<file path="src/rtl/ext_pkg.sv">
// Shared mode encodings and the legal-mode predicate for the immediate extender.
package ext_pkg;

    localparam int unsigned EXT_ZERO      = 0;
    localparam int unsigned EXT_SIGN      = 1;
    localparam int unsigned EXT_LUI       = 2;
    localparam int unsigned EXT_SIGN_SHL2 = 3;

    function automatic logic ext_mode_legal(input int unsigned mode);
        return (mode <= EXT_SIGN_SHL2);
    endfunction

endpackage

</file>
<file path="src/rtl/ext_core.sv">
// Combinational immediate extender: (imm, mode) -> (data, err).
module ext_core
    import ext_pkg::*;
#(
    parameter int IN_W   = 16,
    parameter int OUT_W  = 32,
    parameter int MODE_W = 3
) (
    input  logic [IN_W-1:0]   imm,
    input  logic [MODE_W-1:0] mode,
    output logic [OUT_W-1:0]  data,
    output logic              err
);

    logic [OUT_W-1:0] sext;

    always_comb begin
        sext = {{(OUT_W-IN_W){imm[IN_W-1]}}, imm};
        data = '0;
        err  = 1'b0;
        if (!ext_mode_legal(32'(mode))) begin
            err = 1'b1;
        end else begin
            case (32'(mode))
                EXT_ZERO:      data = {{(OUT_W-IN_W){1'b0}}, imm};
                EXT_SIGN:      data = sext;
                EXT_LUI:       data = {imm, {(OUT_W-IN_W){1'b0}}};
                // Shifting drops the top two sign copies; OUT_W >= IN_W+2 keeps the value intact.
                EXT_SIGN_SHL2: data = {sext[OUT_W-3:0], 2'b00};
                default:       data = '0;
            endcase
        end
    end

endmodule

</file>
<file path="src/rtl/ext_pipe.sv">
// Pipelined immediate extender: extension at accept time, main register M plus
// a one-entry skid register S so in_ready depends on registered state only.
module ext_pipe
    import ext_pkg::*;
#(
    parameter int IN_W   = 16,
    parameter int OUT_W  = 32,
    parameter int TAG_W  = 32,
    parameter int MODE_W = 3
) (
    input  logic              clk,
    input  logic              reset_n,
    input  logic              flush,
    input  logic              in_valid,
    output logic              in_ready,
    input  logic [IN_W-1:0]   in_imm,
    input  logic [MODE_W-1:0] in_mode,
    input  logic [TAG_W-1:0]  in_tag,
    output logic              out_valid,
    input  logic              out_ready,
    output logic [OUT_W-1:0]  out_data,
    output logic [TAG_W-1:0]  out_tag,
    output logic              out_err,
    output logic [1:0]        occupancy
);

    logic [OUT_W-1:0] ext_data;
    logic             ext_err;

    ext_core #(.IN_W(IN_W), .OUT_W(OUT_W), .MODE_W(MODE_W)) u_core (
        .imm  (in_imm),
        .mode (in_mode),
        .data (ext_data),
        .err  (ext_err)
    );

    logic             m_valid_q, m_valid_d, s_valid_q, s_valid_d;
    logic [OUT_W-1:0] m_data_q,  m_data_d,  s_data_q,  s_data_d;
    logic [TAG_W-1:0] m_tag_q,   m_tag_d,   s_tag_q,   s_tag_d;
    logic             m_err_q,   m_err_d,   s_err_q,   s_err_d;
    logic             accept, xfer;

    assign in_ready  = !s_valid_q;
    assign accept    = in_valid && in_ready && !flush;
    assign xfer      = m_valid_q && out_ready;
    assign out_valid = m_valid_q;
    assign out_data  = m_data_q;
    assign out_tag   = m_tag_q;
    assign out_err   = m_err_q;
    assign occupancy = {1'b0, m_valid_q} + {1'b0, s_valid_q};

    always_comb begin
        m_valid_d = m_valid_q;
        m_data_d  = m_data_q;
        m_tag_d   = m_tag_q;
        m_err_d   = m_err_q;
        s_valid_d = s_valid_q;
        s_data_d  = s_data_q;
        s_tag_d   = s_tag_q;
        s_err_d   = s_err_q;
        if (flush) begin
            m_valid_d = 1'b0;
            m_data_d  = '0;
            m_tag_d   = '0;
            m_err_d   = 1'b0;
            s_valid_d = 1'b0;
            s_data_d  = '0;
            s_tag_d   = '0;
            s_err_d   = 1'b0;
        end else if (!m_valid_q || (xfer && !s_valid_q)) begin
            // M free this edge: take the new item or go empty.
            m_valid_d = accept;
            if (accept) begin
                m_data_d = ext_data;
                m_tag_d  = in_tag;
                m_err_d  = ext_err;
            end
        end else if (!xfer) begin
            if (accept) begin
                s_valid_d = 1'b1;
                s_data_d  = ext_data;
                s_tag_d   = in_tag;
                s_err_d   = ext_err;
            end
        end else begin
            m_data_d  = s_data_q;
            m_tag_d   = s_tag_q;
            m_err_d   = s_err_q;
            s_valid_d = 1'b0;
        end
    end

    always_ff @(posedge clk or negedge reset_n) begin
        if (!reset_n) begin
            m_valid_q <= 1'b0;
            m_data_q  <= '0;
            m_tag_q   <= '0;
            m_err_q   <= 1'b0;
            s_valid_q <= 1'b0;
            s_data_q  <= '0;
            s_tag_q   <= '0;
            s_err_q   <= 1'b0;
        end else begin
            m_valid_q <= m_valid_d;
            m_data_q  <= m_data_d;
            m_tag_q   <= m_tag_d;
            m_err_q   <= m_err_d;
            s_valid_q <= s_valid_d;
            s_data_q  <= s_data_d;
            s_tag_q   <= s_tag_d;
            s_err_q   <= s_err_d;
        end
    end

endmodule

</file>
<file path="config.mk">
export PLATFORM = sky130hd
export DESIGN_NAME = ext_pipe
export DESIGN_NICKNAME = d
export VERILOG_FILES = /design/src/rtl/ext_pkg.sv /design/src/rtl/ext_core.sv /design/src/rtl/ext_pipe.sv
export SDC_FILE = /design/constraint.sdc
export NUM_CORES = 1
export LEC_CHECK = 0
export ABC_AREA = 1
export ABC_CLOCK_PERIOD_IN_PS = 1400
export BUFFER_PORTS_ARGS = -buffer_cell sky130_fd_sc_hd__buf_2
export CAP_MARGIN = 5
export CORE_MARGIN = 5
export CORE_UTILIZATION = 35
export DETAILED_ROUTE_END_ITERATION = 6
export GPL_ROUTABILITY_DRIVEN = 0
export PLACE_DENSITY = 0.56
export SLEW_MARGIN = 20
export SYNTH_ARGS = -nofsm -noshare
export SYNTH_HDL_FRONTEND = slang
export SYNTH_HIERARCHICAL = 1
export SYNTH_SLANG_ARGS = --single-unit
</file>
<file path="constraint.sdc">
create_clock -name clk -period 1.4 [get_ports clk]
set_clock_uncertainty 0.15 [all_clocks]
set_input_delay 0.14 -clock clk [delete_from_list [all_inputs] [get_ports clk]]
set_output_delay 0.14 -clock clk [all_outputs]
set_load 0.05 [all_outputs]
</file>
==> results of run 1 <==
==> worst min-delay path by stage <==
stage	from	endpoint	slack, ns	cells past startpoint
floorplan	reset_n	out_data[0]	-0.31	0
global placement	reset_n	out_tag[14]	-0.09	1
detailed placement	reset_n	out_tag[14]	-0.10	1
CTS	in_valid	out_valid	-0.10	3
global route	in_valid	out_valid	-0.11	3
finish	in_valid	out_valid	-0.11	3
==> Yosys cell counts (all sizes together) <==
cell / instances / area (um2)
a211o: 1 / 8.76
a21oi: 2 / 10.0
buf: 65 / 378
clkbuf: 15 / 56.3
dfrtp: 132 / 3300
ha: 1 / 12.5
inv: 24 / 90.1
nand2: 367 / 1380
nand3: 182 / 921
nand4: 68 / 432
nor2: 5 / 23.8
o21ai: 28 / 140
o22ai: 1 / 6.26
==> through the flow <==
step           instances  setup slack, ns  instance area [um2]  setup TNS (ns)  power (mW)
4_1_cts             1356           -0.252                 9730          -22.03        11.0
6_report            1362           -0.245                10500          -21.07        11.2
2_1_floorplan        891           -0.145                 6900          -15.59        5.78
5_1_grt             1362           -0.317                10500          -29.70        11.7
3_3_place_gp        1252           -0.121                 7980           -7.21        6.51
3_5_place_dp        1252           -0.174                 7980          -12.95        6.52
==> worst max-delay path: cells and delay by family (launching register included) <==
kind	cells	cell delay, ns
adders and majority gates	1	0.27
buffers and inverters	2	0.27
DFF	1	0.40
==> what timing repair did <==
action / CTS / global route
pin swaps: 12 / 125
setup buffers: 15 / 7
cloned: 14 / 8
setup endpoints to repair: 136 / 139
hold endpoints to repair: 206 / 1
resized for setup: 65 / 163
==> report_power, final <==
part | switching, mW | leakage (nW) | internal (mW)
combinational | 1.89 | 3.48 | 1.05
sequential | 0.159 | 1.76 | 4.09
clock | 1.65 | 0.253 | 2.37
==> cell type report <==
type | count | area [um2] | area share [%]
Multi-Input combinational cell | 655 | 3640 | 34.6
Tap cell | 260 | 325 | 3.10
Timing Repair Buffer | 261 | 2600 | 24.8
Clock buffer | 25 | 485 | 4.62
Inverter | 24 | 116 | 1.11
Sequential cell | 132 | 3300 | 31.5
Clock inverter | 5 | 27.5 | 0.262
==> flip-flops by register name, summed over array words and instances, names as in the netlist <==
signal,flops
s_data_q,32
s_err_q,1
out_valid,1
out_tag,32
out_err,1
s_tag_q,32
s_valid_q,1
out_data,32
==> cells by family after synthesis <==
group                    after synthesis  synth area share (%)
AND/OR/NAND/NOR                      622                  40.8
AO/OA/AOI/OAI                         32                  2.44
buffers and inverters                104                  7.75
flip-flops                           132                  48.8
adder cells (fa/ha/maj)                1                 0.185
==> per-layer routing <==
metal | vias up | track usage (%)
met5 | - | 0
met4 | 0 | 6.36
met3 | 34 | 4.10
met2 | 255 | 33.2
met1 | 3354 | 29.6
li1 | 3390 | -
==> out/results.tsv, run 1 <==
metric	value	unit
crit_end	occupancy[0]	
wl_per_cell	18.1	um
setup_viol_count_final	135	
slew_viol_final	0	
hold-worst-slack	-0.105	ns
cts.sinks	132	
viasPerCell	5.16	
grt_max_degree	64	
fin_ws	-0.245	ns
final_common_cell	nand2_1	
grtUsageTotal	21.1	%
hold_violations	1	
final_layout_size_suffix_gt1_share	34.3	%
rr_endpoint	s_tag_q[1]	
clock_path_buffers	2	
tritoncts	done	
synth_area_per_cell	7.59	um2
startpoint_type	flop	
num_antenna_cells	0	
vias	7033	
yosys_register_bits	132	
post-dp-hpwl	13600	um
post-route-min-period	1.65	ns
powerDensity	1070	nW/um2
io_buffer_count	124	
antenna_found_initial	0	
status	finished with violations	
synthCells	891	
htreeDepth	4	
grt_pass1_vias	6632	
wl_met1	10900	um
mostFrequentLayoutCells	nand2_1 (320), dfrtp_1 (131), buf_2 (114)	
num_rows	50	
cp.arrival	1.36	ns
cap_violations	0	
endpoint_kind	primary output	
io-pin-count	125	
fill_cells	1748	
cp_cell_sequence	buf_6, ha_4, buf_8	
syn_nets	948	
slowest_delay	0.40	ns
worstSkewPairLatency	0.42	ns
die_area	22200	um2
ys_seq_area_share	48.8	%
violations	hold timing, setup timing	
start_util	35.8	%
path_max_fanout	2	
wl_met3	1590	um
r2r_cells	7	
nets	1148	
overflow	0	
peakVddDrop	0.869	mV
routed_wl	24700	um
top_layer	met4	
reg2reg_from	out_valid	
root_buffer	clkbuf_16	
coreArea	18900	um2
timing.critical_path.from	s_valid_q	
dr.pass1.iters	5	
syn_area	6760	um2
crit_required	1.11	ns
maxSlewHeadroom	60.2	%
fmax	0.608	GHz
route.detailed.drc	0	
numCtsBuffers	17	
rrSetupSlack	-0.24	ns
period_share	118	%
tightest_slew	0.591	ns
die_w	149	um
hold_path_class	input port to flop	
chipHeight	149	um
p_leak	5.49	nW
wl_met2	11800	um
crit_slowest_cell	dfrtp_1	
path_class	flop to primary output	
utilization	55.6	%
postCtsHoldBufs	45	
grt_pass1_wl	37100	um
syn2layout_area_growth	55.3	%
path_clk_slew	0.06	ns
drt_iter0_markers	430	
synth.distinct_cells	22	
rsz0062_at_grt	true	
ys_warn_count	6	
drt.antenna.violating_nets	0	
Note: power is estimated with default switching activity, not from simulation.
==> run 2: changes to the inputs <==
--- a/config.mk
+++ b/config.mk
@@ -13,6 +13,7 @@
 export CORE_UTILIZATION = 35
 export DETAILED_ROUTE_END_ITERATION = 6
 export GPL_ROUTABILITY_DRIVEN = 0
+export HOLD_SLACK_MARGIN = 0.08
 export PLACE_DENSITY = 0.56
 export SLEW_MARGIN = 20
 export SYNTH_ARGS = -nofsm -noshare
==> out/results.tsv, run 2 (synthesized netlist as in run 1, its figures left out) <==
metric	value	unit
io_buffer_count	124	
path_clk_slew	0.06	ns
mostFrequentLayoutCells	nand2_1 (320), dfrtp_1 (131), buf_2 (114)	
setup_viol_count_final	135	
violations	hold timing, setup timing	
peakVddDrop	0.870	mV
io-pin-count	125	
slew_viol_final	0	
wl_per_cell	18.0	um
dp_slack	-0.174	ns
hold_depth	3	
hold_path_class	input port to flop	
overflow	0	
chipHeight	149	um
viasPerCell	5.16	
clock_path_buffers	2	
grt_pass1_wl	37200	um
worstSkewPairLatency	0.42	ns
hold_violations	1	
startpoint_type	flop	
drt.antenna.violating_nets	0	
root_buffer	clkbuf_16	
slowest_delay	0.40	ns
nets	1157	
path_class	flop to primary output	
die_area	22200	um2
powerDensity	1060	nW/um2
num_rows	50	
crit_slowest_cell	dfrtp_1	
dr.pass1.iters	5	
coreArea	18900	um2
cts.sinks	132	
route.detailed.drc	0	
crit_buf_inv	2	
period_share	117	%
power	11.2	mW
holdCritStartpoint	in_valid	
cap_violations	0	
rsz0062_at_grt	true	
post-route-min-period	1.64	ns
tritoncts	done	
die_w	149	um
critical_path.top_delay_family	flip-flops	
reg2reg_from	out_valid	
grt_pass1_vias	6685	
final_common_cell	nand2_1	
hold-worst-slack	-0.104	ns
numCtsBuffers	17	
num_antenna_cells	0	
p_leak	5.54	nW
vias	7071	
path_max_fanout	2	
grtUsageTotal	21.2	%
endpoint_kind	primary output	
fmax	0.609	GHz
hold_path_end	out_valid	
final_layout_size_suffix_gt1_share	34.0	%
status	finished with violations	
htreeDepth	4	
drt_iter0_markers	413	
cp.arrival	1.35	ns
postCtsHoldBufs	54	
r2r_cells	8	
maxSlewHeadroom	61.4	%
syn2layout_area_growth	56.9	%
start_util	35.8	%
antenna_found_initial	0	
grt_max_degree	64	
rrSetupSlack	-0.24	ns
cp_cell_sequence	buf_6, ha_4, buf_8	
routed_wl	24700	um
post-dp-hpwl	13600	um
crit_required	1.11	ns
tightest_slew	0.573	ns
fin_ws	-0.242	ns
rr_endpoint	s_data_q[2]	
## run 2: cell count changes in the layout (fill, tap and decap cells not counted), sizes merged
| cell | before | now |
|---|---|---|
| dlygate4sd3 | 45 | 54 |
## run 2: worst max path at each step
stage | from | to | cells after the start
floorplan | out_valid | s_tag_q[16] | 8
global placement | in_mode[2] | out_data[18] | 9
detailed placement | s_valid_q | out_data[10] | 8
CTS | s_valid_q | occupancy[0] | 3
global route | s_valid_q | out_tag[22] | 10
finish | s_valid_q | occupancy[0] | 3
## run 2: layout make-up
type	count	area, um2
fillers	1729	8280
multi-input cells	655	3640
flip-flops and latches	132	3300
repair buffers	270	2720
clock buffers	25	485
well taps	260	325
inverters	24	116
clock inverters	5	27.5
## run 2: layer usage
metal  global-route usage, %  share of wire (%)  up-vias
met5                       0                  0        -
met4                    6.45                1.9        0
met3                    4.10                6.3       39
met2                    33.4                 48      241
met1                    29.6                 44     3390
li1                        -                  -     3401
## run 2: power breakdown
part	switching, mW	leakage (nW)	internal (mW)
clock	1.64	0.253	2.37
combinational	1.89	3.52	1.08
sequential	0.158	1.76	4.09
## run 2: worst register-to-register path, stage by stage, from the launching register on
cell	delay [ns]
dfrtp_2	0.45
buf_12	0.17
nand4_4	0.13
nand2_8	0.11
buf_6	0.15
buf_12	0.12
buf_16	0.14
nand3_2	0.06
nand2_1	0.05
## run 2: repair_timing
item,4_1_cts,5_1_grt
buffers inserted,15,7
setup endpoints to repair,136,246
pin swaps,12,125
hold endpoints to repair,231,2
gates resized for setup,65,168
gates cloned,14,8
## run 2: through the flow
step	utilization (%)	TNS, ns	cells	cell area (um2)
floorplan	-	-15.59	891	6900
global placement	42.2	-7.21	1252	7980
detailed placement	42.2	-12.95	1252	7980
CTS	52.0	-22.03	1365	9820
global route	56.2	-29.67	1371	10600
finish	56.2	-20.99	1371	10600
